File: src/rtl/mem_access_sequencer_if.sv
// Handshake and bus signals between the control unit, the sequencer and the memory bus.
// The master side (control unit plus memory model) drives the requests; the sequencer is the slave.
interface mem_access_sequencer_if #(
    parameter int unsigned WORD = 16
);
    logic            start_i;
    logic            isStore_i;
    logic            isByte_i;
    logic [WORD-1:0] base_i;
    logic [WORD-1:0] memOffs_i;
    logic [WORD-1:0] storeData_i;
    logic            busy_o;
    logic            done_o;
    logic            fault_o;
    logic [1:0]      faultCode_o;
    logic [WORD-1:0] loadData_o;
    logic [WORD-1:0] memAddr_o;
    logic [WORD-1:0] memWrData_o;
    logic            memWr_o;
    logic            memByte_o;
    logic            memReq_o;
    logic            memAck_i;
    logic [WORD-1:0] memRdData_i;

    modport master (
        output start_i, isStore_i, isByte_i, base_i, memOffs_i, storeData_i,
        output memAck_i, memRdData_i,
        input  busy_o, done_o, fault_o, faultCode_o, loadData_o,
        input  memAddr_o, memWrData_o, memWr_o, memByte_o, memReq_o
    );

    modport slave (
        input  start_i, isStore_i, isByte_i, base_i, memOffs_i, storeData_i,
        input  memAck_i, memRdData_i,
        output busy_o, done_o, fault_o, faultCode_o, loadData_o,
        output memAddr_o, memWrData_o, memWr_o, memByte_o, memReq_o
    );
endinterface

File: src/rtl/mem_access_sequencer.sv
// Load/store sequencer: forms base+offset, runs the req/ack bus handshake with a timeout,
// and returns aligned load data or a fault code to the control unit.
module mem_access_sequencer #(
    parameter int unsigned WORD    = 16,
    parameter int unsigned TIMEOUT = 255
) (
    input logic                  clk_i,
    input logic                  rst_i,
    mem_access_sequencer_if.slave bus
);
    typedef enum logic [1:0] {StIdle, StAddr, StReq, StDone} state_e;

    state_e          state_q;
    logic            store_q;
    logic            byte_q;
    logic [WORD-1:0] base_q;
    logic [WORD-1:0] offs_q;
    logic [WORD-1:0] sdata_q;
    logic [15:0]     cnt_q;

    logic            busy_q;
    logic            done_q;
    logic            fault_q;
    logic [1:0]      code_q;
    logic [WORD-1:0] ld_q;
    logic [WORD-1:0] addr_q;
    logic [WORD-1:0] wdata_q;
    logic            wr_q;
    logic            mbyte_q;
    logic            req_q;

    logic [WORD-1:0] ea;

    // Carry out of the address add is discarded.
    always_comb begin
        ea = base_q + offs_q;
    end

    always_ff @(posedge clk_i or posedge rst_i) begin
        if (rst_i) begin
            state_q <= StIdle;
            store_q <= 1'b0;
            byte_q  <= 1'b0;
            base_q  <= '0;
            offs_q  <= '0;
            sdata_q <= '0;
            cnt_q   <= '0;
            busy_q  <= 1'b0;
            done_q  <= 1'b0;
            fault_q <= 1'b0;
            code_q  <= 2'b00;
            ld_q    <= '0;
            addr_q  <= '0;
            wdata_q <= '0;
            wr_q    <= 1'b0;
            mbyte_q <= 1'b0;
            req_q   <= 1'b0;
        end else begin
            unique case (state_q)
                StIdle: begin
                    if (bus.start_i) begin
                        store_q <= bus.isStore_i;
                        byte_q  <= bus.isByte_i;
                        base_q  <= bus.base_i;
                        offs_q  <= bus.memOffs_i;
                        sdata_q <= bus.storeData_i;
                        busy_q  <= 1'b1;
                        state_q <= StAddr;
                    end
                end
                StAddr: begin
                    addr_q  <= ea;
                    wdata_q <= byte_q ? {(WORD/8){sdata_q[7:0]}} : sdata_q;
                    if (!byte_q && ea[0]) begin
                        done_q  <= 1'b1;
                        fault_q <= 1'b1;
                        code_q  <= 2'b01;
                        state_q <= StDone;
                    end else begin
                        req_q   <= 1'b1;
                        wr_q    <= store_q;
                        mbyte_q <= byte_q;
                        cnt_q   <= '0;
                        state_q <= StReq;
                    end
                end
                StReq: begin
                    // Ack wins over a coincident timeout.
                    if (bus.memAck_i) begin
                        if (!store_q) begin
                            if (!byte_q) begin
                                ld_q <= bus.memRdData_i;
                            end else if (addr_q[0]) begin
                                ld_q <= {{(WORD-8){1'b0}}, bus.memRdData_i[15:8]};
                            end else begin
                                ld_q <= {{(WORD-8){1'b0}}, bus.memRdData_i[7:0]};
                            end
                        end
                        req_q   <= 1'b0;
                        wr_q    <= 1'b0;
                        mbyte_q <= 1'b0;
                        done_q  <= 1'b1;
                        fault_q <= 1'b0;
                        code_q  <= 2'b00;
                        state_q <= StDone;
                    end else if (cnt_q == 16'(TIMEOUT - 1)) begin
                        req_q   <= 1'b0;
                        wr_q    <= 1'b0;
                        mbyte_q <= 1'b0;
                        done_q  <= 1'b1;
                        fault_q <= 1'b1;
                        code_q  <= 2'b10;
                        state_q <= StDone;
                    end else begin
                        cnt_q <= cnt_q + 16'd1;
                    end
                end
                StDone: begin
                    done_q  <= 1'b0;
                    fault_q <= 1'b0;
                    code_q  <= 2'b00;
                    busy_q  <= 1'b0;
                    state_q <= StIdle;
                end
                default: state_q <= StIdle;
            endcase
        end
    end

    assign bus.busy_o      = busy_q;
    assign bus.done_o      = done_q;
    assign bus.fault_o     = fault_q;
    assign bus.faultCode_o = code_q;
    assign bus.loadData_o  = ld_q;
    assign bus.memAddr_o   = addr_q;
    assign bus.memWrData_o = wdata_q;
    assign bus.memWr_o     = wr_q;
    assign bus.memByte_o   = mbyte_q;
    assign bus.memReq_o    = req_q;
endmodule

File: src/flat_wrapper.sv
// flat-port wrapper written by rule: the top's interface ports become plain ports
module mem_access_sequencer_flat 
#(
    parameter int unsigned WORD    = 16,
    parameter int unsigned TIMEOUT = 255
)
  (clk_i, rst_i, bus_start_i, bus_isStore_i, bus_isByte_i, bus_base_i, bus_memOffs_i, bus_storeData_i, bus_memAck_i, bus_memRdData_i, bus_busy_o, bus_done_o, bus_fault_o, bus_faultCode_o, bus_loadData_o, bus_memAddr_o, bus_memWrData_o, bus_memWr_o, bus_memByte_o, bus_memReq_o);
  mem_access_sequencer_if #(.WORD(WORD)) bus_i ();
  input logic clk_i;
  input logic rst_i;
  input wire logic [$bits(bus_i.start_i)-1:0] bus_start_i;
  input wire logic [$bits(bus_i.isStore_i)-1:0] bus_isStore_i;
  input wire logic [$bits(bus_i.isByte_i)-1:0] bus_isByte_i;
  input wire logic [$bits(bus_i.base_i)-1:0] bus_base_i;
  input wire logic [$bits(bus_i.memOffs_i)-1:0] bus_memOffs_i;
  input wire logic [$bits(bus_i.storeData_i)-1:0] bus_storeData_i;
  input wire logic [$bits(bus_i.memAck_i)-1:0] bus_memAck_i;
  input wire logic [$bits(bus_i.memRdData_i)-1:0] bus_memRdData_i;
  output wire logic [$bits(bus_i.busy_o)-1:0] bus_busy_o;
  output wire logic [$bits(bus_i.done_o)-1:0] bus_done_o;
  output wire logic [$bits(bus_i.fault_o)-1:0] bus_fault_o;
  output wire logic [$bits(bus_i.faultCode_o)-1:0] bus_faultCode_o;
  output wire logic [$bits(bus_i.loadData_o)-1:0] bus_loadData_o;
  output wire logic [$bits(bus_i.memAddr_o)-1:0] bus_memAddr_o;
  output wire logic [$bits(bus_i.memWrData_o)-1:0] bus_memWrData_o;
  output wire logic [$bits(bus_i.memWr_o)-1:0] bus_memWr_o;
  output wire logic [$bits(bus_i.memByte_o)-1:0] bus_memByte_o;
  output wire logic [$bits(bus_i.memReq_o)-1:0] bus_memReq_o;
  assign bus_i.start_i = bus_start_i;
  assign bus_i.isStore_i = bus_isStore_i;
  assign bus_i.isByte_i = bus_isByte_i;
  assign bus_i.base_i = bus_base_i;
  assign bus_i.memOffs_i = bus_memOffs_i;
  assign bus_i.storeData_i = bus_storeData_i;
  assign bus_i.memAck_i = bus_memAck_i;
  assign bus_i.memRdData_i = bus_memRdData_i;
  assign bus_busy_o = bus_i.busy_o;
  assign bus_done_o = bus_i.done_o;
  assign bus_fault_o = bus_i.fault_o;
  assign bus_faultCode_o = bus_i.faultCode_o;
  assign bus_loadData_o = bus_i.loadData_o;
  assign bus_memAddr_o = bus_i.memAddr_o;
  assign bus_memWrData_o = bus_i.memWrData_o;
  assign bus_memWr_o = bus_i.memWr_o;
  assign bus_memByte_o = bus_i.memByte_o;
  assign bus_memReq_o = bus_i.memReq_o;
  mem_access_sequencer #(.WORD(WORD), .TIMEOUT(TIMEOUT)) u_core (.clk_i(clk_i), .rst_i(rst_i), .bus(bus_i));
endmodule
File: config.mk
export PLATFORM = sky130hd
export DESIGN_NAME = mem_access_sequencer_flat
export DESIGN_NICKNAME = d
export VERILOG_FILES = /design/src/rtl/mem_access_sequencer_if.sv /design/src/rtl/mem_access_sequencer.sv /design/src/flat_wrapper.sv
export SDC_FILE = /design/constraint.sdc
export NUM_CORES = 1
export LEC_CHECK = 0
export ABC_AREA = 1
export CORE_UTILIZATION = 56
export CTS_CLUSTER_SIZE = 30
export DETAILED_ROUTE_END_ITERATION = 8
export PLACE_DENSITY = 0.95
export REMOVE_ABC_BUFFERS = 1
export SLEW_MARGIN = 20
export SYNTH_ARGS = -nofsm -noshare
export SYNTH_HDL_FRONTEND = slang
export SYNTH_SLANG_ARGS = --single-unit
File: constraint.sdc
create_clock -name clk_i -period 7.5 [get_ports clk_i]
set_input_delay 1.5 -clock clk_i [delete_from_list [all_inputs] [get_ports clk_i]]
set_output_delay 1.5 -clock clk_i [all_outputs]
set_load 0.005 [all_outputs]
==> qor.log <==
INFO  status         status=completed
INFO  setup_path     worstSetupStartpoint=bus_start_i
INFO  synth          yosys.cell_count.top_type=sky130_fd_sc_hd__nand2_1
INFO  clock_network  cts_sinks=124
INFO  setup_path     worst_setup_path_end_kind=flip-flop
INFO  drt            drc=0
INFO  synth          postSynthRegisterBits=124
INFO  grt            grt_pass1_wl=26.91mm
INFO  die            fp.dieArea=11620µm²
INFO  power_and_ir_drop fin_total_pwr=3.423mW
INFO  timing         rsz_0062_raised_after_global_routing=false
INFO  synth          synthesis.area=6270µm²
INFO  clock_network  cts_htree_levels=4
INFO  power_and_ir_drop cellPowerDensity=420.0nW/µm²
INFO  clock_network  cts-root-buf=sky130_fd_sc_hd__clkbuf_8
INFO  grt            grt_start_max_net_pins=77
INFO  drt            detail_route.iter0.violations=556
INFO  grt            grt_pass1_vias=5658
INFO  setup_path     timing.critical_path.cells=clkdlybuf4s50_1 -> nand2_2 -> clkinv_1 -> buf_4 -> o21ai_0 -> inv_1
INFO  setup_path     critical_path_class=input pin to flip-flop
INFO  die            io_pins=126
INFO  layout         diode_insertion_count_for_antenna_repair=0
INFO  setup_path     crit_path_top_delay_cell=sky130_fd_sc_hd__clkinv_1
INFO  placed_design  port-buffer-count=125
INFO  synth          synthDistinctLibCells=31
INFO  grt            gr-usage-all-layers=0.3015
INFO  power_and_ir_drop max-vdd-ir-drop=0.0002903V
INFO  die            initial_core_util=0.5758
INFO  synth          yosys.area.top_type=sky130_fd_sc_hd__dfrtp_1
INFO  die            die-width=107.8µm
INFO  timing         finalSetupViolations=0
INFO  layout         final_nets=1035
INFO  die            core_region_area=10890µm²
INFO  synth          synth_edf_count=0
INFO  drt            vias=5893
INFO  power_and_ir_drop power.static_leakage=4.122nW
INFO  timing         finalWorstPathRequiredPeriod=3.946ns
INFO  worst_hold_path depth_of_the_worst_hold_timing_path=2
INFO  synth          netlist_top_cells_area=sky130_fd_sc_hd__dfrtp_1 49%, sky130_fd_sc_hd__nand2_1 22%, sky130_fd_sc_hd__nand3_1 4.5%
INFO  setup_path     crit_fanout=50
INFO  grt            grt_antenna_before_repair=0
INFO  layout         final_layout_size_suffix_gt1_frac=0.05544
INFO  setup_path     cpPeakStageDelay=0.93ns
INFO  worst_hold_path min_from=u_core.bus.memWrData_o[2]$_DFFE_PP0N_
INFO  setup_path     critical_path_arrival=4.36ns
INFO  grt            grt_remaining_overflow=0
INFO  worst_hold_path hp-class=flip-flop to flip-flop
INFO  setup_path     worst_r2r_path_depth=7
INFO  setup_path     timing.rr.start=u_core.state_q[0]$_DFFE_PP0P_
INFO  drt            post_drt_via_cell_ratio=5.377
INFO  drt            drtAntennaViolNets=0
INFO  setup_path     data_required_critical_path=7.91ns
INFO  clock_network  cts_tree=done
INFO  clock_network  number_of_hold_buffers_added_after_cts=0
INFO  drt            wire_per_inst=14.81µm
INFO  job            drv_cap=0
INFO  setup_path     setup.worst_path.start_class=input pin
INFO  timing         worst_pin_slew=0.9390ns
INFO  timing         slew-limit-headroom=0.3718
INFO  synth          synth_async_sr_flop_share=1.000
INFO  layout         layout-area-overhead-vs-synth=29.99%
INFO  die            fp.dieH=107.8µm
INFO  timing         final_slew_violations=0
INFO  clock_network  clk-insertion-delay-late=0.52ns
INFO  clock_network  cts.path.max_buffers=2
INFO  synth          dominantRegCellSynth=sky130_fd_sc_hd__dfrtp_1
INFO  timing         final.setup.tns=0ns
INFO  die            floorplan.rows=38
INFO  clock_network  cts_setup_buffers=0
INFO  synth          avgSynthCellArea=7.609µm²
INFO  synth          synth_commonest_cells=370 x sky130_fd_sc_hd__nand2_1, 124 x sky130_fd_sc_hd__dfrtp_1, 62 x sky130_fd_sc_hd__inv_1
INFO  placed_design  globalplace.congestion=0.8914
INFO  timing         layout_worst_path_cycle_share=0.5262
INFO  timing         clock-skew-final=0.008254ns
INFO  drt            drt_first_pass_iters=5
INFO  clock_network  clkSlewWorstSetupHoldPaths=0.06ns
INFO  synth          synth_seq_area_share=0.4949
INFO  drt            totalWireLength=16.23mm
INFO  synth          synth_top_area_share=0.4949
INFO  timing         fmax=253.4MHz
INFO  clock_network  post_cts_resize_count=0
INFO  timing         final-hold-violation-count=0
INFO  synth          yosys_warnings=0
INFO  clock_network  cts_made_buffers=17
INFO  placed_design  place.detailed.hpwl=10.81mm
INFO  synth          post_synth_inst_count=824
[per-stage QoR]
stage / worst slack (ns) / instance area (µm²) / cells / hold WS, ns / util
global placement: 3.140 / 7587 / 1064 / 0.4575 / 0.6969
detailed placement: 3.080 / 7587 / 1064 / 0.4577 / 0.6969
floorplan: 2.701 / 6133 / 796 / 0.4436 / -
global route: 3.303 / 8150 / 1096 / 0.4855 / 0.7486
finish: 3.554 / 8150 / 1096 / 0.4691 / 0.7486
CTS: 3.580 / 8150 / 1096 / 0.4743 / 0.7486
[placed cells by master (no fill, tap or decap), types with 2 or more instances in the layout]
master,n
sky130_fd_sc_hd__nor3_1,7
sky130_fd_sc_hd__inv_6,6
sky130_fd_sc_hd__clkinv_1,2
sky130_fd_sc_hd__nand4_1,11
sky130_fd_sc_hd__inv_2,4
sky130_fd_sc_hd__nand3_1,56
sky130_fd_sc_hd__nor2_1,44
sky130_fd_sc_hd__nand2_1,369
sky130_fd_sc_hd__clkbuf_16,16
sky130_fd_sc_hd__o21ai_0,34
sky130_fd_sc_hd__nand2_2,5
sky130_fd_sc_hd__clkinv_4,2
sky130_fd_sc_hd__o21ai_1,17
sky130_fd_sc_hd__a21oi_1,10
sky130_fd_sc_hd__nor2_2,2
sky130_fd_sc_hd__clkinvlp_4,4
sky130_fd_sc_hd__a31oi_1,8
sky130_fd_sc_hd__xnor2_1,5
sky130_fd_sc_hd__or2_2,2
sky130_fd_sc_hd__clkdlybuf4s50_1,125
sky130_fd_sc_hd__dfrtp_1,124
sky130_fd_sc_hd__ha_1,21
sky130_fd_sc_hd__xor2_1,5
sky130_fd_sc_hd__inv_1,61
sky130_fd_sc_hd__clkbuf_8,2
sky130_fd_sc_hd__buf_4,3
sky130_fd_sc_hd__nand3b_1,2
[worst max-delay path, delay by kind of cell]
kind / cells / cell delay (ns)
buffers and inverters: 4 / 1.93
and+or+nand+nor: 1 / 0.70
AOI/OAI and AO/OA: 1 / 0.17
[logic make-up after synthesis]
kind of cell | after synthesis | share of synthesized area
compound gates | 70 | 0.05807
xor+xnor | 10 | 0.01397
fa+ha+maj | 22 | 0.04510
buf+inv | 96 | 0.06246
flops | 124 | 0.4949
simple gates | 502 | 0.3255
[layout make-up]
class	instances	area, µm²
multi-input combinational	604	2778
clock inverter	14	135.1
tap	140	175.2
inverter	68	257.7
clock buffer	18	427.9
sequential	124	3103
timing repair buffer	128	1274
fill	778	2738
[routing by layer]
metal / vias up / global-route usage / part of all wire
li1: 2839 / - / -
met1: 2797 / 0.4016 / 0.43
met4: 0 / 0.1243 / 0.029
met2: 219 / 0.4812 / 0.48
met3: 38 / 0.06114 / 0.056
met5: - / 0 / 0
[state kept, by name, indices dropped and copies added, names as in the netlist, 2 cells and up]
signal and cells:
u_core.base_q 16, u_core.bus.faultCode_o 2, u_core.bus.loadData_o 16, u_core.bus.memAddr_o 16, u_core.bus.memWrData_o 16, u_core.cnt_q 16
u_core.offs_q 16, u_core.sdata_q 16, u_core.state_q 2
[power by group]
group | total (mW) | internal (mW) | switching (mW) | leakage, nW
Clock | 0.776 | 0.454 | 0.322 | 0.266
Combinational | 1.50 | 0.636 | 0.860 | 2.29
Sequential | 1.15 | 0.946 | 0.206 | 1.57
Total | 3.42 | 2.04 | 1.39 | 4.12
[worst paths after layout]
kind | to | slack (ns)
setup / recovery | u_core.bus.busy_o$_DFFE_PP0P_ | 3.55
hold / removal | u_core.bus.memWrData_o[2]$_DFFE_PP0N_ | 0.47
setup reg to reg | u_core.bus.busy_o$_DFFE_PP0P_ | 4.26
hold reg to reg | u_core.bus.memWrData_o[2]$_DFFE_PP0N_ | 0.47
max in group asynchronous | u_core.base_q[13]$_DFFE_PP0P_ | 4.74
min in group asynchronous | u_core.bus.faultCode_o[0]$_DFFE_PP0P_ | 1.41
(Power assumes the default switching activity.)
